--- config.mk ---
export PLATFORM = sky130hd
export DESIGN_NAME = cnn_relu_pool
export DESIGN_NICKNAME = d
export VERILOG_FILES = /design/src/rtl/cnn_pkg.sv /design/src/rtl/cnn_pool_linebuf.sv /design/src/rtl/cnn_relu_pool.sv
export SDC_FILE = /design/constraint.sdc
export NUM_CORES = 1
export LEC_CHECK = 0
export ABC_AREA = 1
export BUFFER_PORTS_ARGS = -buffer_cell sky130_fd_sc_hd__buf_2
export CORE_MARGIN = 2
export CORE_UTILIZATION = 50
export CTS_CLUSTER_SIZE = 8
export DETAILED_ROUTE_END_ITERATION = 6
export HOLD_SLACK_MARGIN = 0.02
export PLACE_DENSITY = 0.67
export SLEW_MARGIN = 25
export SYNTH_ARGS = -nofsm -noshare
export SYNTH_HDL_FRONTEND = slang
export SYNTH_SLANG_ARGS = --single-unit
--- constraint.sdc ---
create_clock -name clk_i -period 11.6 [get_ports clk_i]
set_clock_uncertainty 0.15 [all_clocks]
set_input_delay 2.32 -clock clk_i [delete_from_list [all_inputs] [get_ports clk_i]]
set_output_delay 2.32 -clock clk_i [all_outputs]
set_load 0.02 [all_outputs]
--- src/rtl/cnn_pkg.sv ---
// Shared types, pooling constants and signed max helper for the CNN datapath.
package cnn_pkg;
    localparam int unsigned POOL_K = 2;
    localparam int unsigned POOL_S = 2;
    localparam int unsigned DATA_W = 16;
    localparam int unsigned MAX_W  = 64;

    typedef logic signed [DATA_W-1:0] data_t;
    typedef logic signed [MAX_W-1:0]  wide_t;

    // Callers sign-extend narrower words into wide_t, so one helper serves any width up to MAX_W.
    function automatic wide_t max_s(input wide_t a, input wide_t b);
        return (a > b) ? a : b;
    endfunction
endpackage

--- src/rtl/cnn_pool_linebuf.sv ---
// One line of partial 2x2 maxima: register file, one write port, one combinational read port.
module cnn_pool_linebuf #(
    parameter int unsigned DEPTH  = 8,
    parameter int unsigned WIDTH  = 32,
    parameter int unsigned ADDR_W = 3
) (
    input  logic              clk_i,
    input  logic              we_i,
    input  logic [ADDR_W-1:0] waddr_i,
    input  logic [WIDTH-1:0]  wdata_i,
    input  logic [ADDR_W-1:0] raddr_i,
    output logic [WIDTH-1:0]  rdata_o
);
    logic [WIDTH-1:0] mem [DEPTH];

    // Every entry is written on an even row before the odd row reads it, so no reset is needed.
    always_ff @(posedge clk_i) begin
        if (we_i) begin
            mem[waddr_i] <= wdata_i;
        end
    end

    assign rdata_o = mem[raddr_i];
endmodule

--- src/rtl/cnn_relu_pool.sv ---
// ReLU followed by 2x2/stride-2 max pooling over a raster stream of Tm_p parallel channels.
module cnn_relu_pool
    import cnn_pkg::*;
#(
    parameter int unsigned Tm_p = 2,
    parameter int unsigned R_p  = 16,
    parameter int unsigned C_p  = 16,
    parameter int unsigned W_p  = 16
) (
    input  logic                clk_i,
    input  logic                reset_i,
    input  logic                valid_i,
    output logic                ready_o,
    input  logic [Tm_p*W_p-1:0] data_i,
    output logic                valid_o,
    input  logic                ready_i,
    output logic [Tm_p*W_p-1:0] data_o,
    output logic                last_o
);
    localparam int unsigned OUT_COLS = C_p / POOL_S;
    localparam int unsigned ROW_W    = $clog2(R_p);
    localparam int unsigned COL_W    = $clog2(C_p);
    localparam int unsigned ADDR_W   = (OUT_COLS > 1) ? $clog2(OUT_COLS) : 1;
    localparam int unsigned LB_W     = Tm_p * W_p;

    if ((R_p % POOL_K) != 0 || R_p < POOL_K) begin : g_bad_rows
        $error("cnn_relu_pool: R_p must be even and at least 2");
    end
    if ((C_p % POOL_K) != 0 || C_p < POOL_K) begin : g_bad_cols
        $error("cnn_relu_pool: C_p must be even and at least 2");
    end
    if (Tm_p < 1) begin : g_bad_tm
        $error("cnn_relu_pool: Tm_p must be at least 1");
    end

    function automatic logic signed [W_p-1:0] smax(input logic signed [W_p-1:0] a,
                                                    input logic signed [W_p-1:0] b);
        return W_p'(max_s(MAX_W'(a), MAX_W'(b)));
    endfunction

    logic [ROW_W-1:0]      row_r;
    logic [COL_W-1:0]      col_r;
    logic signed [W_p-1:0] hold_r [Tm_p];
    logic signed [W_p-1:0] relu_x [Tm_p];
    logic signed [W_p-1:0] hx_max [Tm_p];
    logic                  accept, row_odd, col_odd, row_end, col_end;
    logic [ADDR_W-1:0]     lb_addr;
    logic [LB_W-1:0]       lb_wdata, lb_rdata, pool_data;

    assign ready_o = ~valid_o | ready_i;
    assign accept  = valid_i & ready_o;
    assign row_odd = row_r[0];
    assign col_odd = col_r[0];
    assign row_end = (row_r == ROW_W'(R_p - 1));
    assign col_end = (col_r == COL_W'(C_p - 1));
    assign lb_addr = ADDR_W'(col_r >> 1);

    // hold_r is always >= 0, so max(hold, x) already carries the ReLU seed.
    always_comb begin
        lb_wdata  = '0;
        pool_data = '0;
        relu_x    = '{default: '0};
        hx_max    = '{default: '0};
        for (int unsigned ch = 0; ch < Tm_p; ch++) begin
            relu_x[ch] = smax('0, $signed(data_i[ch*W_p +: W_p]));
            hx_max[ch] = smax(hold_r[ch], $signed(data_i[ch*W_p +: W_p]));
            lb_wdata[ch*W_p +: W_p]  = hx_max[ch];
            pool_data[ch*W_p +: W_p] = smax(hx_max[ch], $signed(lb_rdata[ch*W_p +: W_p]));
        end
    end

    cnn_pool_linebuf #(
        .DEPTH  (OUT_COLS),
        .WIDTH  (LB_W),
        .ADDR_W (ADDR_W)
    ) u_linebuf (
        .clk_i   (clk_i),
        .we_i    (accept & ~row_odd & col_odd),
        .waddr_i (lb_addr),
        .wdata_i (lb_wdata),
        .raddr_i (lb_addr),
        .rdata_o (lb_rdata)
    );

    always_ff @(posedge clk_i) begin
        if (reset_i) begin
            row_r <= '0;
            col_r <= '0;
        end else if (accept) begin
            if (col_end) begin
                col_r <= '0;
                row_r <= row_end ? '0 : row_r + ROW_W'(1);
            end else begin
                col_r <= col_r + COL_W'(1);
            end
        end
    end

    always_ff @(posedge clk_i) begin
        if (reset_i) begin
            for (int unsigned ch = 0; ch < Tm_p; ch++) begin
                hold_r[ch] <= '0;
            end
        end else if (accept & ~col_odd) begin
            for (int unsigned ch = 0; ch < Tm_p; ch++) begin
                hold_r[ch] <= relu_x[ch];
            end
        end
    end

    // A load wins over the clear, giving back-to-back outputs on a simultaneous transfer.
    always_ff @(posedge clk_i) begin
        if (reset_i) begin
            valid_o <= 1'b0;
            last_o  <= 1'b0;
            data_o  <= '0;
        end else if (accept & row_odd & col_odd) begin
            valid_o <= 1'b1;
            last_o  <= row_end & col_end;
            data_o  <= pool_data;
        end else if (ready_i) begin
            valid_o <= 1'b0;
        end
    end
endmodule

Word level (Yosys, flattened, before mapping)
Memories as Yosys holds them, arrays and structs flattened. A register that Yosys moved wholly into a read port is not among the register bits. Index checks and enable logic that the tools add are counted.

$add $sub $neg: 2. $lt $le $gt $ge: 6. Equality and inequality tests: 2. Multiplexer cells: 21. Bitwise gates (word level): 13. Reductions and logical operators: 2.

Operators by type and width (number): 2-to-1 mux 16 bit (8); greater-than comparator 16 bit (4); greater-than comparator 1 x 16 -> 1 bit (first input constant) (2); 2-to-1 mux 1 bit (9); adder 4 x 1 -> 4 bit (second input constant) (2); == test 4 bit (second input constant) (2); 2-to-1 mux 4 bit (2); bitwise AND 1 bit (7); 2-to-1 mux 3 bit (2); inverter 1 bit (3); bitwise OR 1 bit (3); AND reduction 2 bit (1); nonzero test 2 bit (1).

Register bits: 42. Memory bits (writable): 288. Logic and storage cells: 53. Memories kept: 2.

Memory list: u_linebuf.mem (depth 8, width 32, rd ports 1, clocked after Yosys merged registers in 1, wr ports 1, line cnn_pool_linebuf.sv:14) `logic [WIDTH-1:0] mem [DEPTH];`; hold_r (depth 2, width 16, rd ports 2, clocked after Yosys merged registers in 0, wr ports 2, line cnn_relu_pool.sv:43) `logic signed [W_p-1:0] hold_r [Tm_p];`.

Longest topological paths before layout
Gate-level depths: netlist (run 1).

Depth in word-level cells: 8. Gate-level depth with buffers: 34. Depth with buffers taken out: 32.

Cells and area by module
From an unflattened synthesis (run 1), not the netlist that was laid out.

Cells, all modules: 1857. Area, all modules: 16632.2 sq um.

Modules (own cells, without submodules): cnn_pool_linebuf (instances 1, cells each 1124, area an instance 11232.0 sq um, sequential area each 7687.4 sq um); cnn_relu_pool (instances 1, cells each 733, area an instance 5400.2 sq um, sequential area each 1801.7 sq um).

Worst setup path before layout (run 1)
OpenSTA, ideal clock, no wires.

Path type: input to register. Start: in data_i[31]. End: reg data_o[21]. Setup time: 132 ps. Data arrival time: 5190 ps. Setup slack: 6128 ps. Stages on the path: 22. Path through: inv_1 > ha_1 > a21oi_1 > o21ai_0 > a21oi_1 > nand2_1 > nand2_2 > nand3_4 > buf_6 > nand2_1 > nand2_1 > ha_1 > nand2_1 > nor4_2 > nand2_1 > nand3_1 > nand3_2 > inv_2 > buf_6 > nand3_1 > nand2_1 > a21oi_1.

RTL lines: start, declared (line cnn_relu_pool.sv:14) `input logic [Tm_p*W_p-1:0] data_i,`; end signal, assigned (line cnn_relu_pool.sv:120) `data_o <= pool_data;`; end, declared (line cnn_relu_pool.sv:17) `output logic [Tm_p*W_p-1:0] data_o,`.

==> impl_metrics.env, run 1 <==
export IMPL_synth_area_leader_cell="edfxtp_1"
export IMPL_place_inst=1809
export IMPL_drtAntennaViolNets=0
export IMPL_grt_use_total_pct=23.0
export IMPL_gp_congestion=0.865
export IMPL_rsz0062_at_grt="no"
export IMPL_grt_first_pass_wirelength_um=56800
export IMPL_arrival_ns=6.50
export IMPL_insertion_delay_ns=0.54
export IMPL_drtIter0Drc=973
export IMPL_drive_gt1_share_pct=11.0
export IMPL_post_cts_resized_instances=0
export IMPL_powerDensity_nw_per_um2=172
export IMPL_crit_path_cell_trace="buf_2 -> inv_1 -> ha_1 -> a21oi_1 -> o21ai_0 -> a21oi_1 -> nand2_1 -> nand2_2 -> nand3_4 -> nand2_1 -> nand2_1 -> ha_1 -> nand2_1 -> nor4_2 -> nand2_1 -> nand3_1 -> nand3_2 -> inv_2 -> nand3_1 -> nand2_1 -> a21oi_1"
export IMPL_path_max_fanout=17
export IMPL_numClockSinks=333
export IMPL_max_stage_delay_ns=0.42
export IMPL_die_w_um=178
export IMPL_wl_um=35700
export IMPL_synthArstFlopShare_pct=0
export IMPL_worstHoldPathType="register to register"
export IMPL_vias_per_cell=5.70
export IMPL_hold_viol=0
export IMPL_slew_headroom_pct=36.4
export IMPL_fp_row_count=63
export IMPL_dieArea_sq_um=31700
export IMPL_finalSetupViolCount=0
export IMPL_final_nets=1570
export IMPL_ios=71
export IMPL_period_minus_slack_ns=6.28
export IMPL_timing_final_crit_share_pct=54.2
export IMPL_area_growth_pct=13.0
export IMPL_core_area_sq_um=29700
export IMPL_criticalPathCategory="input pin to register"
export IMPL_diodes=0
export IMPL_crit_slowest_cell="inv_2"
export IMPL_synth_seq_area_share_pct=63.1
export IMPL_syn_inst=1408
export IMPL_fin_cells=1895
export IMPL_worstSetupStartpointType="input pin"
export IMPL_cts_root_buf="clkbuf_16"
export IMPL_die_h_um=178
export IMPL_clockBufferDepth=3
export IMPL_hold_slack_ns=0.311
export IMPL_grt_max_degree=115
export IMPL_synth_edf_count=288
export IMPL_hpwl_um=21300
export IMPL_endpoint_kind="register"
export IMPL_antenna_found_initial=0
export IMPL_synth_top_area_share_pct=57.1
export IMPL_cp_required_ns=11.82
export IMPL_clk_pin_slew_ns=0.05
export IMPL_p_leak_nw=6.49
export IMPL_cts_tree="done"
export IMPL_num_vias=10804
export IMPL_cap_violations=0
export IMPL_ctsHoldBuffers=0
export IMPL_ir_worst_vdd_mv=0.111
export IMPL_max_freq_ghz=0.159
export IMPL_drt_pass1_iterations=5
export IMPL_grt_overflow_total=0
export IMPL_avgSynthCellArea_sq_um=10.7
export IMPL_start_util_pct=50.9
export IMPL_netlist_area_sq_um=15100
export IMPL_cts_buffers=47
export IMPL_routedWlPerCell_um=18.8
export IMPL_path_common_cell="nand2_1"
export IMPL_yosysWarningCount=0
export IMPL_port_buffers=70
export IMPL_outcome="complete, no violations"
export IMPL_drc=0
export IMPL_grt_pass1_vias=10687
export IMPL_yosysMostFrequentCell="edfxtp_1"
export IMPL_ys_seq_elements=333
export IMPL_tightest_slew_ns=0.954
export IMPL_cp_top_family="simple AND/OR/NAND/NOR gates"
export IMPL_synth_common_cells="edfxtp_1, nor2_1, nand2_1"
export IMPL_setup_tns_ns=0
export IMPL_synthDistinctLibCells=36
export IMPL_critPathBufInv=3
export IMPL_synth_ff_type="edfxtp_1"
export IMPL_htreeDepth=2
export IMPL_maxSlewViolCount=0
export IMPL_cts_setup_buffers=0
export IMPL_synth_area_top_cells="edfxtp_1, dfxtp_1, nor2_1"
==> per-layer routing <==
metal | GRT usage [%] | vias to the layer above | share of wire, % | routed length (um)
met3 | 3.01 | 76 | 5.0 | 1780
li1 | - | 5167 | - | -
met1 | 31.1 | 5243 | 44 | 15700
met2 | 38.5 | 318 | 48 | 17300
met4 | 7.72 | 0 | 2.5 | 896
met5 | 0 | - | 0 | 0
==> registers in the layout, indices dropped and copies added (netlist names), named ones only <==
signal,count
u_linebuf.mem,256
data_o,32
hold_r,32
col_r,4
row_r,4
last_o,1
valid_o,1
==> final cells by class <==
class,instances,area (sq um)
inverters,76,287
multi-input cells,926,4980
clock buffers,84,1320
well taps,390,488
flip-flops and latches,333,9560
repair buffers,84,459
clock inverters,2,13.8
fillers,2447,12600
==> final timing paths <==
kind                                    start  slack, ns  depth (start not counted)                      end
setup reg to reg  hold_r[0][15]$_SDFFCE_PN0P_       6.89                         18   data_o[2]$_SDFFE_PP0P_
hold / removal        data_o[17]$_SDFFE_PP0P_       0.31                          2  data_o[17]$_SDFFE_PP0P_
hold reg to reg       data_o[17]$_SDFFE_PP0P_       0.31                          2  data_o[17]$_SDFFE_PP0P_
setup / recovery                   data_i[31]       5.32                         21  data_o[26]$_SDFFE_PP0P_
==> placed cells by master, fill, tap and decap left out, drive strengths merged, types with 45 or more instances in the layout <==
cell type	count
clkbuf	84
inv	76
nand3	49
nand2	213
edfxtp	288
nor2	233
dfxtp	45
ha	66
o21ai	149
buf	84
a21oi	97
==> cell families after synthesis <==
logic type      after synthesis  share of synthesized area [%]
fa+ha+maj                    66                           5.46
buf+inv                     150                           4.43
flops                       333                           63.1
simple gates                543                           15.2
compound gates              315                           11.8
other cells                   1                         0.0248
==> report_power, final <==
| group | total, W | internal (W) | switching [W] |
|---|---|---|---|
| Combinational | 0.000333 | 0.0000927 | 0.000240 |
| Clock | 0.00124 | 0.000756 | 0.000482 |
| Sequential | 0.00137 | 0.00135 | 0.0000121 |
==> through the flow <==
stage	area, sq um	setup slack, ns	power (W)	utilization (%)
global placement	15800	4.94	0.00171	53.0
CTS	17100	5.41	0.00295	57.5
floorplan	15100	6.13	0.00164	-
global route	17100	4.85	0.00305	57.5
finish	17100	5.32	0.00294	57.5
detailed placement	15800	4.86	0.00172	53.1
==> worst reg2reg max path: stages, from the launching register on <==
cell and delay (ns):
edfxtp_1 0.40, ha_1 0.38, nand2_2 0.09, nor3_2 0.25
nand2_1 0.12, nand3_2 0.30, nand3_4 0.26, nand2_1 0.15
nand2_1 0.21, ha_1 0.38, nand2_1 0.08, nor3_1 0.36
nand2_1 0.13, nand3_1 0.11, nand3_2 0.33, inv_1 0.56
nand3_1 0.15, nand2_1 0.08, a21oi_1 0.06
No activity file was read; power rests on OpenSTA's default activity.
==> run 2: changes to the inputs <==
--- a/config.mk
+++ b/config.mk
@@ -5,7 +5,7 @@
 export SDC_FILE = /design/constraint.sdc
 export NUM_CORES = 1
 export LEC_CHECK = 0
-export ABC_AREA = 1
+export ABC_AREA = 0
 export BUFFER_PORTS_ARGS = -buffer_cell sky130_fd_sc_hd__buf_2
 export CORE_MARGIN = 2
 export CORE_UTILIZATION = 50
==> constraint.sdc (replaced) <==
create_clock -name clk_i -period 5.9 [get_ports clk_i]
set_clock_uncertainty 0.15 [all_clocks]
set_input_delay 1.18 -clock clk_i [delete_from_list [all_inputs] [get_ports clk_i]]
set_output_delay 1.18 -clock clk_i [all_outputs]
set_load 0.02 [all_outputs]
==> impl_metrics.env, run 2 <==
export IMPL_synth_area_leader_cell="edfxtp_1"
export IMPL_drt_pass1_iterations=4
export IMPL_period_minus_slack_ns=5.40
export IMPL_reg_top3="u_linebuf.mem x256, data_o x32, hold_r x32"
export IMPL_synthArstFlopShare_pct=0
export IMPL_largest_register="u_linebuf.mem"
export IMPL_endpoint_kind="register"
export IMPL_max_freq_ghz=0.185
export IMPL_antenna_found_initial=0
export IMPL_ctsHoldBuffers=0
export IMPL_grt_use_total_pct=20.9
export IMPL_drc=0
export IMPL_fin_ws_ns=0.499
export IMPL_insertion_delay_ns=0.55
export IMPL_synth_top_area_share_pct=57.9
export IMPL_wl_um=31800
export IMPL_layout_commonest_cell="edfxtp_1"
export IMPL_drive_gt1_share_pct=23.3
export IMPL_powerDensity_nw_per_um2=333
export IMPL_finalSetupViolCount=0
export IMPL_grt_first_pass_wirelength_um=49500
export IMPL_synthDistinctLibCells=51
export IMPL_routedWlPerCell_um=21.3
export IMPL_fillers=2299
export IMPL_timing_final_crit_share_pct=91.5
export IMPL_path_max_fanout=16
export IMPL_port_buffers=70
export IMPL_synth_edf_count=288
export IMPL_cts_buffers=47
export IMPL_grt_overflow_total=0
export IMPL_hold_viol=0
export IMPL_ios=71
export IMPL_maxSlewViolCount=0
export IMPL_worstSetupStartpointType="input pin"
export IMPL_synth_seq_area_share_pct=64.0
export IMPL_numClockSinks=333
export IMPL_cts_root_buf="clkbuf_16"
export IMPL_start_util_pct=50.6
export IMPL_synth_ff_type="edfxtp_1"
export IMPL_cp_required_ns=6.19
export IMPL_fin_cells=1491
export IMPL_diodes=0
export IMPL_slew_headroom_pct=30.6
export IMPL_yosysWarningCount=0
export IMPL_tightest_slew_ns=1.04
export IMPL_avgSynthCellArea_sq_um=15.7
export IMPL_area_growth_pct=15.5
export IMPL_clk_pin_slew_ns=0.05
export IMPL_arrival_ns=5.69
export IMPL_largest_reg_flops=256
export IMPL_place_inst=1404
export IMPL_setup_tns_ns=0
export IMPL_drtAntennaViolNets=0
export IMPL_criticalPathCategory="input pin to register"
export IMPL_outcome="complete, no violations"
export IMPL_die_w_um=177
export IMPL_final_nets=1165
export IMPL_clockBufferDepth=3
export IMPL_gp_congestion=0.836
export IMPL_grt_pass1_vias=8577
export IMPL_grt_max_degree=35
export IMPL_final_cell_mix="edfxtp_1, mux2i_1, buf_2, inv_1, ha_1"
export IMPL_p_leak_nw=6.36
export IMPL_rsz0062_at_grt="no"
export IMPL_hpwl_um=20700
export IMPL_core_area_sq_um=29500
export IMPL_htreeDepth=2
export IMPL_post_cts_resized_instances=0
export IMPL_cts_tree="done"
export IMPL_ir_worst_vdd_mv=0.236
export IMPL_dieArea_sq_um=31200
export IMPL_worstHoldPathType="register to register"
export IMPL_synth_area_top_cells="edfxtp_1, mux4_2, dfxtp_1"
export IMPL_drtIter0Drc=655
export IMPL_cts_setup_buffers=0
export IMPL_num_vias=8431
export IMPL_place_ws_ns=0.0155
export IMPL_netlist_area_sq_um=14900
export IMPL_fp_row_count=63
export IMPL_p_total_w=0.00573
export IMPL_die_h_um=177
export IMPL_synth_common_cells="edfxtp_1, mux2i_1, inv_1"
export IMPL_syn_inst=952
export IMPL_ys_seq_elements=333
export IMPL_cap_violations=0
export IMPL_vias_per_cell=5.65
export IMPL_yosysMostFrequentCell="edfxtp_1"
[run 2: cell types whose count changed in the layout (fill, tap and decap cells not counted), sizes merged, moves of 9 or more]
cell,previous run,this run
nand2,213,53
o32ai,21,0
nand3,49,9
a21o,2,11
nand4,38,13
nor2,233,34
mux4,0,64
o22ai,11,0
mux2,0,18
a21oi,97,28
mux2i,0,80
buf,84,103
o21ai,149,22
and2,0,31
[run 2: critical path, stage by stage]
cell       delay, ns
buf_2           0.10
inv_1           0.04
ha_1            0.30
a21o_1          0.18
a2111o_1        0.39
a2111oi_1       0.33
a221o_2         0.32
buf_4           0.21
mux2i_1         0.35
inv_1           0.23
ha_1            0.32
and4_1          0.23
nand4_1         0.14
a21o_1          0.20
and3_1          0.18
nor3_1          0.25
nand2_1         0.39
o221ai_1        0.34
[run 2: cells by family (layout without fill, tap and decap cells)]
group                    Yosys count  in the layout  share of synthesized area, %
buffers and inverters            109            257                          3.19
XOR/XNOR                           4              4                         0.235
other                              1              2                        0.0251
multiplexers                     162            162                          16.4
flip-flops                       333            333                          64.0
AO/OA/AOI/OAI                    109            109                          5.05
AND/OR/NAND/NOR                  168            168                          5.60
adder cells (fa/ha/maj)           66             66                          5.53
[run 2: through the flow]
stage                     util [%]  hold slack [ns]  instance area, sq um
after CTS                     58.5            0.311                 17200
after floorplan                  -            0.321                 14900
after global placement        53.8            0.297                 15900
final                         58.5            0.320                 17200
after global routing          58.5            0.339                 17200
after detailed placement      53.8            0.300                 15900
[run 2: report_power, final]
| part | internal, W | total [W] | leakage, nW | switching [W] |
|---|---|---|---|---|
| registers | 0.00267 | 0.00270 | 3.04 | 0.0000304 |
| clock network | 0.00150 | 0.00245 | 0.648 | 0.000957 |
| logic | 0.000229 | 0.000582 | 2.67 | 0.000354 |
| total | 0.00439 | 0.00573 | 6.36 | 0.00134 |
[run 2: area by class of cell]
cell class / count / area, sq um / area share, %
Clock buffer: 83 / 1310 / 7.61
Multi-Input combinational cell: 511 / 4980 / 28.9
Timing Repair Buffer: 103 / 598 / 3.47
Clock inverter: 4 / 60.1 / 0.348
Inverter: 67 / 251 / 1.46
Tap cell: 390 / 488 / 2.83
Sequential cell: 333 / 9560 / 55.4
[run 2: worst paths after layout]
| kind | start | to | slack (ns) | cells past startpoint |
|---|---|---|---|---|
| worst max-delay path | data_i[13] | data_o[15]$_SDFFE_PP0P_ | 0.50 | 18 |
| worst min-delay path | data_o[12]$_SDFFE_PP0P_ | data_o[12]$_SDFFE_PP0P_ | 0.32 | 2 |
| worst max register to register | hold_r[0][13]$_SDFFCE_PN0P_ | data_o[15]$_SDFFE_PP0P_ | 0.88 | 16 |
| worst min register to register | data_o[12]$_SDFFE_PP0P_ | data_o[12]$_SDFFE_PP0P_ | 0.32 | 2 |
[run 2: routing by layer]
layer / up-vias / routed length [um] / GRT usage, %
li1: 3916 / - / -
met1: 4247 / 14800 / 31.2
met2: 230 / 14800 / 32.6
met3: 38 / 1590 / 3.11
met4: 0 / 550 / 5.27
met5: - / 0 / 0
